===== src/rtl/crc8_tx_appender.sv =====
`default_nettype none
// ============================================================================
// Module      : crc8_tx_appender
// Description : Byte-stream framer that forwards payload bytes and appends a
//               reflected CRC8 byte after the last payload byte of each frame.
// Revision    : 1.0 - initial release
// ============================================================================
module crc8_tx_appender #(
  parameter logic [7:0] CRC_INIT = 8'h0D,
  parameter logic [7:0] CRC_POLY = 8'hC6,
  parameter int         CNT_W    = 16
) (
  input  logic             clk,
  input  logic             reset,
  input  logic             i_valid,
  output logic             i_ready,
  input  logic [7:0]       i_data,
  input  logic             i_last,
  output logic             o_valid,
  input  logic             o_ready,
  output logic [7:0]       o_data,
  output logic             o_last,
  output logic [7:0]       o_crc8,
  output logic             o_done,
  output logic             o_busy,
  output logic [CNT_W-1:0] o_frame_cnt
);

  localparam logic [CNT_W-1:0] c_CNT_ONE = {{(CNT_W-1){1'b0}}, 1'b1};

  typedef enum logic [0:0] {
    ST_PAYLOAD = 1'b0,
    ST_APPEND  = 1'b1
  } state_t;

  state_t     r_state;
  state_t     w_state_next;
  logic [7:0] r_crc;
  logic       r_frame_open;
  logic       w_slot_free;
  logic       w_accept;
  logic       w_load_crc;
  logic       w_crc_taken;

  // Reflected CRC: data bits enter LSB first, all eight in one cycle.
  function automatic logic [7:0] crc8_update(input logic [7:0] crc_in, input logic [7:0] data);
    logic [7:0] c;
    c = crc_in;
    for (int j = 0; j < 8; j++) begin
      if (c[0] != data[j]) c = (c >> 1) ^ CRC_POLY;
      else                 c = c >> 1;
    end
    return c;
  endfunction

  assign w_slot_free = !o_valid || o_ready;
  assign i_ready     = !reset && (r_state == ST_PAYLOAD) && w_slot_free;
  assign w_accept    = i_valid && i_ready;
  assign w_load_crc  = (r_state == ST_APPEND) && w_slot_free;
  assign w_crc_taken = o_valid && o_ready && o_last;
  assign o_busy      = (r_state == ST_APPEND) || o_valid || r_frame_open;

  always_ff @(posedge clk) begin
    if (reset) r_state <= ST_PAYLOAD;
    else       r_state <= w_state_next;
  end

  always_comb begin
    w_state_next = r_state;
    case (r_state)
      ST_PAYLOAD: if (w_accept && i_last) w_state_next = ST_APPEND;
      ST_APPEND:  if (w_slot_free)        w_state_next = ST_PAYLOAD;
      default:                            w_state_next = ST_PAYLOAD;
    endcase
  end

  always_ff @(posedge clk) begin
    if (reset) begin
      r_crc        <= CRC_INIT;
      r_frame_open <= 1'b0;
      o_valid      <= 1'b0;
      o_data       <= 8'h00;
      o_last       <= 1'b0;
      o_crc8       <= 8'h00;
      o_done       <= 1'b0;
      o_frame_cnt  <= '0;
    end else begin
      if (w_accept) begin
        o_data       <= i_data;
        o_last       <= 1'b0;
        o_valid      <= 1'b1;
        r_crc        <= crc8_update(r_crc, i_data);
        r_frame_open <= 1'b1;
      end else if (w_load_crc) begin
        o_data       <= r_crc;
        o_last       <= 1'b1;
        o_valid      <= 1'b1;
        o_crc8       <= r_crc;
        r_crc        <= CRC_INIT;
        r_frame_open <= 1'b0;
      end else if (w_slot_free) begin
        o_valid <= 1'b0;
      end
      // Frame completion is counted when the CRC byte leaves, not when it is loaded.
      o_done <= w_crc_taken;
      if (w_crc_taken) o_frame_cnt <= o_frame_cnt + c_CNT_ONE;
    end
  end

endmodule
`default_nettype wire


===== config.mk =====
export PLATFORM = sky130hd
export DESIGN_NAME = crc8_tx_appender
export DESIGN_NICKNAME = d
export VERILOG_FILES = /design/src/rtl/crc8_tx_appender.sv
export SDC_FILE = /design/constraint.sdc
export NUM_CORES = 1
export LEC_CHECK = 0
export ABC_AREA = 1
export CORE_MARGIN = 2
export CORE_UTILIZATION = 35
export CTS_CLUSTER_SIZE = 24
export DETAILED_ROUTE_END_ITERATION = 10
export PLACE_DENSITY_LB_ADDON = 0.12
export SLEW_MARGIN = 20
export SYNTH_ARGS = -nofsm -noshare
export SYNTH_HDL_FRONTEND = slang
export SYNTH_SLANG_ARGS = --single-unit

===== constraint.sdc =====
create_clock -name clk -period 3.2 [get_ports clk]
set_clock_uncertainty 0.1 [all_clocks]
set_input_delay 0.64 -clock clk [delete_from_list [all_inputs] [get_ports clk]]
set_output_delay 0.64 -clock clk [all_outputs]
set_load 0.05 [all_outputs]

==> results of run 1 <==
power by group:
| part | total (W) | leakage [nW] | internal [W] | switching [W] |
|---|---|---|---|---|
| sequential | 0.000643 | 0.365 | 0.000604 | 0.0000388 |
| clock | 0.000358 | 0.0364 | 0.000153 | 0.000205 |
| combinational | 0.000841 | 0.797 | 0.000302 | 0.000539 |
| total | 0.00184 | 1.20 | 0.00106 | 0.000782 |
area by class of cell:
| type | count | area, um2 |
|---|---|---|
| clock buffer | 5 | 68.8 |
| clock inverter | 3 | 22.5 |
| fill | 657 | 3360 |
| inverter | 33 | 124 |
| multi-input combinational | 223 | 1210 |
| sequential | 45 | 901 |
| tap | 77 | 96.3 |
| timing repair buffer | 53 | 531 |
routing by layer:
metal  track usage [%]  wire, um  vias to the layer above  part of all wire (%)
li1                  -         -                     1096                     -
met4              3.90        43                        0                  0.81
met5                 0         0                        -                     0
met2              23.6      2260                       58                    42
met1              22.6      2660                      915                    50
met3              3.83       360                        4                   6.8
logic make-up after synthesis:
logic type               Yosys count  share of synthesized area (%)
adder cells (fa/ha/maj)            1                          0.552
AND/OR/NAND/NOR                  160                           34.0
buffers and inverters             40                           6.68
XOR/XNOR                          16                           7.34
flip-flops                        45                           39.7
AO/OA/AOI/OAI                     46                           11.7
cell usage in the layout (no fill, tap or decap), types with 5 or more instances in the layout:
master           instances
xor2_1                   8
xnor2_1                  6
nand3_2                  8
clkbuf_8                 5
nor2_1                  18
o21ai_0                 10
a31oi_1                  7
inv_1                   27
clkdlybuf4s50_1         48
a21oi_1                 20
nand2_1                 89
nand3_1                 20
inv_2                    5
nand2_2                 11
dfxtp_1                 45
registers in the layout, indices dropped and copies added (netlist names):
| name | flops |
|---|---|
| r_frame_open | 1 |
| r_crc | 8 |
| r_state | 1 |
| o_valid | 1 |
| o_frame_cnt | 16 |
| o_last | 1 |
| o_done | 1 |
| o_data | 8 |
| o_crc8 | 8 |
worst register-to-register path, stage by stage, from the launching register on:
cell and delay, ns:
dfxtp_1 0.34, inv_1 0.07, nor2_1 0.06, nor3_1 0.35, nand2_1 0.18, nand2_1 0.18
inv_1 0.23, a221oi_1 0.31, nor2_1 0.06
worst min-delay path by stage:
stage | startpoint | endpoint | slack [ns] | cells after the start
2_1_floorplan | r_frame_open$_SDFFE_PP0P_ | r_frame_open$_SDFFE_PP0P_ | 0.35 | 2
3_3_place_gp | o_crc8[2]$_SDFFE_PP0P_ | o_crc8[2]$_SDFFE_PP0P_ | 0.35 | 2
3_5_place_dp | o_crc8[1]$_SDFFE_PP0P_ | o_crc8[1]$_SDFFE_PP0P_ | 0.36 | 2
4_1_cts | o_crc8[5]$_SDFFE_PP0P_ | o_crc8[5]$_SDFFE_PP0P_ | 0.37 | 2
5_1_grt | o_crc8[6]$_SDFFE_PP0P_ | o_crc8[6]$_SDFFE_PP0P_ | 0.39 | 2
6_report | o_crc8[1]$_SDFFE_PP0P_ | o_crc8[1]$_SDFFE_PP0P_ | 0.37 | 2
metrics by stage:
stage | util [%] | setup slack, ns | std cells | hold slack [ns] | total power [W]
6_report | 46.8 | 0.691 | 439 | 0.368 | 0.00184
5_1_grt | 46.8 | 0.505 | 439 | 0.393 | 0.00199
4_1_cts | 46.8 | 0.673 | 439 | 0.373 | 0.00186
3_5_place_dp | 45.4 | 0.426 | 431 | 0.356 | 0.00150
3_3_place_gp | 45.4 | 0.415 | 431 | 0.348 | 0.00150
2_1_floorplan | - | 0.323 | 308 | 0.346 | 0.00132
==> results.toml, run 1 <==
[yosys]
synth-edff-count = 0
post-synth-top-area-fraction_pct = 39.7
post_synth_num_cell_types = 32
post_synth_inst_count = 308
post-synth-top-area-cell = "dfxtp_1"
netlist_top_cells_count = "nand2_1 (89), dfxtp_1 (45), inv_1 (27)"
postSynthRegisterBits = 45
synth_top_cells_by_area = "dfxtp_1 (40%), nand2_1 (15%), inv_1 (4.5%), a21oi_1 (4.4%), nand3_1 (4.4%)"
synth_warnings = 0
syn_nets = 322
synth_flop_cell = "dfxtp_1"
synth_sequential_area_ratio_pct = 39.7
post_synth_instance_area_um2 = 2270
post-synth-top-count-cell = "nand2_1"
syn_avg_cell_area_um2 = 7.36
share_of_flip_flops_with_an_asynchronous_set_or_reset_pct = 0

[clocking]
clk_latency_ns = 0.30
htreeDepth = 2
cts_repair_resize_count = 0
post_cts_hold_buffer_count = 0
tritoncts_clock_tree = "yes"
cts.repair_timing.setup_buffer_count = 0
max-clock-path-buffers = 2
clkSlewWorstSetupHoldPaths_ns = 0.08
tritoncts_num_sinks = 45
clockRootBuffer = "clkbuf_8"
cts_inserted_buffers = 5

[sta]
fmaxAchievable_ghz = 0.399
finalHoldViolCount = 0
setup_repair_after_global_routing_missed_its_margin = "no"
final_max_slew_viol_count = 0
setup_viol = 0
relSlewSlack_pct = 65.0
tightestPinTransition_ns = 0.524
setup-tns-final_ns = 0
post-route-min-period_ns = 2.51
period_share_pct = 78.4

[power_and_ir_drop]
power.density_nw_per_um2 = 623
power_leakage_nw = 1.20
worst_ir_drop_vdd_mv = 0.354

[drt]
dr_total_vias = 2073
routedWlPerCell_um = 12.1
detail_route.first_pass.iterations = 4
totalWireLength_mm = 5.32
via_per_inst = 4.72
detail_route.iter0.violations = 97
route.detailed.drc = 0
drtAntennaViolNets = 0

[worst_setup_path]
worst-path-max-fanout = 3
crit_path_cell_trace = "clkdlybuf4s50_1 -> nor2_1 -> nor3_1 -> buf_12"
critical_path.startpoint_type = "input port"
timing.critical_path.slowest_stage_cell = "clkdlybuf4s50_1"
cp.buffers_inverters = 2
r2r_start = "o_valid$_SDFFE_PP0P_"
critical-path-max-stage-delay_ns = 0.50
timing.critical_path.arrival_ns = 1.77
cp_top_family = "buffers and inverters"
crit_path_start = "o_ready"
setup.reg_to_reg.worst_slack_ns = 1.21
crit_path_end = "i_ready"
critical_setup_path_kind = "input port to primary output"
critPathCaptureType = "primary output"
depth_of_the_most_critical_reg_to_reg_path = 8
crit_cells = 4
regToRegEndpoint = "o_data[3]$_SDFFE_PP0P_"
timing.critical_path.required_ns = 2.46

[place]
routability_driven_placement_congestion_ratio = 0.789
detailed_place_hpwl_mm = 3.89
buffer_ports.inserted = 49
dpl_cell_area_um2 = 2870

[final_layout]
fin_nets = 375
syn_to_final_growth_pct = 30.5
final_layout_size_suffix_gt1_share_pct = 13.5
antennaDiodeCount = 0
final_cell_area_um2 = 2960

[grt]
pin_count_of_the_biggest_net_entering_global_routing = 31
globalRoute.totalOverflow = 0
antenna_found_initial = 0
first_global_vias = 1926
grt_first_pass_wirelength_mm = 9.11
grtUsageTotal_pct = 15.7

[floorplan]
boundaryPins = 50
fp.dieArea_um2 = 7140
die_x_extent_um = 84.5
floorplan.die.height_um = 84.5
row_count = 29
initial_utilization_pct = 35.9
core_area_um2 = 6310

[job]
drv.max_cap_violation_count = 0

[worst_hold_path]
worst_hold_path_type = "flop to flop"

[run_status]
status = "complete, no violations"
Power figures use the tool's default switching activity.
==> inputs of run 2 (changes only) <==
==> constraint.sdc (replaced) <==
create_clock -name clk -period 2.2 [get_ports clk]
set_clock_uncertainty 0.1 [all_clocks]
set_input_delay 0.44 -clock clk [delete_from_list [all_inputs] [get_ports clk]]
set_output_delay 0.44 -clock clk [all_outputs]
set_load 0.05 [all_outputs]
==> results.toml, run 2 (synthesis gave the netlist of run 1 again) <==
[run_status]
status = "complete, no violations"

[worst_setup_path]
critPathCaptureType = "primary output"
r2r_start = "r_crc[0]$_SDFFE_PP1P_"
timing.critical_path.required_ns = 1.66
crit_path_start = "o_frame_cnt[12]$_SDFFE_PP0P_"
regToRegEndpoint = "r_crc[6]$_SDFFE_PP0P_"
setup.reg_to_reg.worst_slack_ns = 0.26
timing.critical_path.slowest_stage_cell = "clkdlybuf4s50_1"
worst-path-max-fanout = 6
cp_top_family = "buffers and inverters"
critical_setup_path_kind = "flop to primary output"
cp.buffers_inverters = 1
crit_cells = 1
crit_path_cell_trace = "clkdlybuf4s50_1"
depth_of_the_most_critical_reg_to_reg_path = 15
critical_path.startpoint_type = "flop"
crit_path_end = "o_frame_cnt[12]"
critical-path-max-stage-delay_ns = 0.84
timing.critical_path.arrival_ns = 1.57

[clocking]
htreeDepth = 2
cts.repair_timing.setup_buffer_count = 0
tritoncts_clock_tree = "yes"
max-clock-path-buffers = 2
clkSlewWorstSetupHoldPaths_ns = 0.08
clk_latency_ns = 0.30
cts_inserted_buffers = 5
post_cts_hold_buffer_count = 0
tritoncts_num_sinks = 45
clockRootBuffer = "clkbuf_8"

[final_layout]
fin_nets = 396
ff_latch_area_um2 = 901
final-instance-count-excl-fill = 460
most_frequent_cells_in_the_layout = "nand2_1 (89), dfxtp_1 (45), clkdlybuf4s50_1 (41)"
syn_to_final_growth_pct = 41.8
final_cell_area_um2 = 3210
max_flop_register = "o_frame_cnt"
final_layout_size_suffix_gt1_share_pct = 20.1
filler_cell_count_in_the_final_layout = 626
antennaDiodeCount = 0
multi_input_area_um2 = 1280
most_common_library_cell_in_the_layout_ignoring_fill_and_taps = "nand2_1"
largest_register_ff_count = 16

[power_and_ir_drop]
total_switching_power_w = 0.00118
cellInternalPower_w = 0.00174
power.density_nw_per_um2 = 907
worst_ir_drop_vdd_mv = 0.519
clkPwrFrac_pct = 19.5
power_leakage_nw = 1.38
share_seq_of_total_power_pct = 32.2
part_of_the_power_in_combinational_logic_pct = 48.2
netSwitchingFraction_pct = 40.4

[drt]
routedWlPerCell_um = 12.1
route.top_layer_used = "met4"
via_per_inst = 4.69
drtAntennaViolNets = 0
route.detailed.drc = 0
met2WireLength_mm = 2.54
wl_met1_mm = 2.77
totalWireLength_mm = 5.57
dr_total_vias = 2158
detail_route.first_pass.iterations = 4
detail_route.iter0.violations = 86
met3_length_um = 232

[place]
placement.setup.worst_slack_ns = -0.352
dpl_cell_area_um2 = 3050
number_of_placed_instances_taps_included = 452
buffer_ports.inserted = 49
detailed_place_hpwl_mm = 4.10
routability_driven_placement_congestion_ratio = 0.779

[grt]
grt_first_pass_wirelength_mm = 9.43
first_global_vias = 1993
antenna_found_initial = 0
pin_count_of_the_biggest_net_entering_global_routing = 31
grtUsageTotal_pct = 16.1
globalRoute.totalOverflow = 0

[floorplan]
die_x_extent_um = 84.5
core_area_um2 = 6310
floorplan.die.height_um = 84.5
row_count = 29
fp.dieArea_um2 = 7140
boundaryPins = 50
initial_utilization_pct = 35.9

[sta]
setup-tns-final_ns = 0
finalHoldViolCount = 0
worst_case_setup_margin_in_the_final_layout_ns = 0.0943
setup_viol = 0
fmaxAchievable_ghz = 0.475
relSlewSlack_pct = 65.2
final_max_slew_viol_count = 0
setup_repair_after_global_routing_missed_its_margin = "no"
tightestPinTransition_ns = 0.521
period_share_pct = 95.7
post-route-min-period_ns = 2.11

[worst_hold_path]
worst_hold_path_type = "flop to flop"

[job]
drv.max_cap_violation_count = 0
-- run 2: cell count changes in the layout (fill, tap and decap cells not counted), sizes merged --
cell	previous run	this run
buf	5	27
clkbuf	5	7
clkdlybuf4s50	48	41
clkinv	1	2
clkinvlp	3	0
dlygate4sd2	0	1
dlymetal6s2s	0	5
-- run 2: what timing repair did --
action,CTS,global route
setup endpoints to repair,2,12
pin swaps,0,4
gates cloned,0,0
hold endpoints to repair,0,0
resized for setup,2,12
-- run 2: final cells by class --
| type | instances | share of cell area [%] |
|---|---|---|
| flip-flops and latches | 45 | 28.0 |
| inverters | 33 | 3.85 |
| multi-input cells | 223 | 39.9 |
| clock buffers | 7 | 3.00 |
| clock inverters | 1 | 0.156 |
| repair buffers | 74 | 22.1 |
| well taps | 77 | 3.00 |
-- run 2: through the flow --
step           util (%)  hold slack, ns  power (W)
5_1_grt            50.9           0.382    0.00314
3_3_place_gp       48.2           0.352    0.00230
3_5_place_dp       48.2           0.356    0.00231
6_report           50.9           0.362    0.00292
2_1_floorplan         -           0.346    0.00193
4_1_cts            49.9           0.366    0.00290
-- run 2: power groups by stage --
| stage | registers [W] | logic, W | clock network, W |
|---|---|---|---|
| finish | 0.000939 | 0.00141 | 0.000570 |
| global route | 0.000951 | 0.00157 | 0.000615 |
| CTS | 0.000936 | 0.00137 | 0.000590 |
| detailed placement | 0.000953 | 0.00136 | 0 |
| global placement | 0.000952 | 0.00135 | 0 |
| floorplan | 0.00101 | 0.000919 | 0 |
-- run 2: how the worst min path moves through the flow --
stage                                          from                         to  slack, ns  cells past startpoint
after CTS                    o_crc8[1]$_SDFFE_PP0P_     o_crc8[1]$_SDFFE_PP0P_       0.37                      2
after detailed placement     o_crc8[6]$_SDFFE_PP0P_     o_crc8[6]$_SDFFE_PP0P_       0.36                      2
after global routing         o_crc8[1]$_SDFFE_PP0P_     o_crc8[1]$_SDFFE_PP0P_       0.38                      2
after global placement       o_crc8[5]$_SDFFE_PP0P_     o_crc8[5]$_SDFFE_PP0P_       0.35                      2
final                        o_crc8[1]$_SDFFE_PP0P_     o_crc8[1]$_SDFFE_PP0P_       0.36                      2
after floorplan           r_frame_open$_SDFFE_PP0P_  r_frame_open$_SDFFE_PP0P_       0.35                      2
-- run 2: metal layers --
layer / vias up / track usage (%)
met5: - / 0
met2: 43 / 25.5
li1: 1137 / -
met1: 974 / 22.5
met3: 4 / 3.24
met4: 0 / 4.33
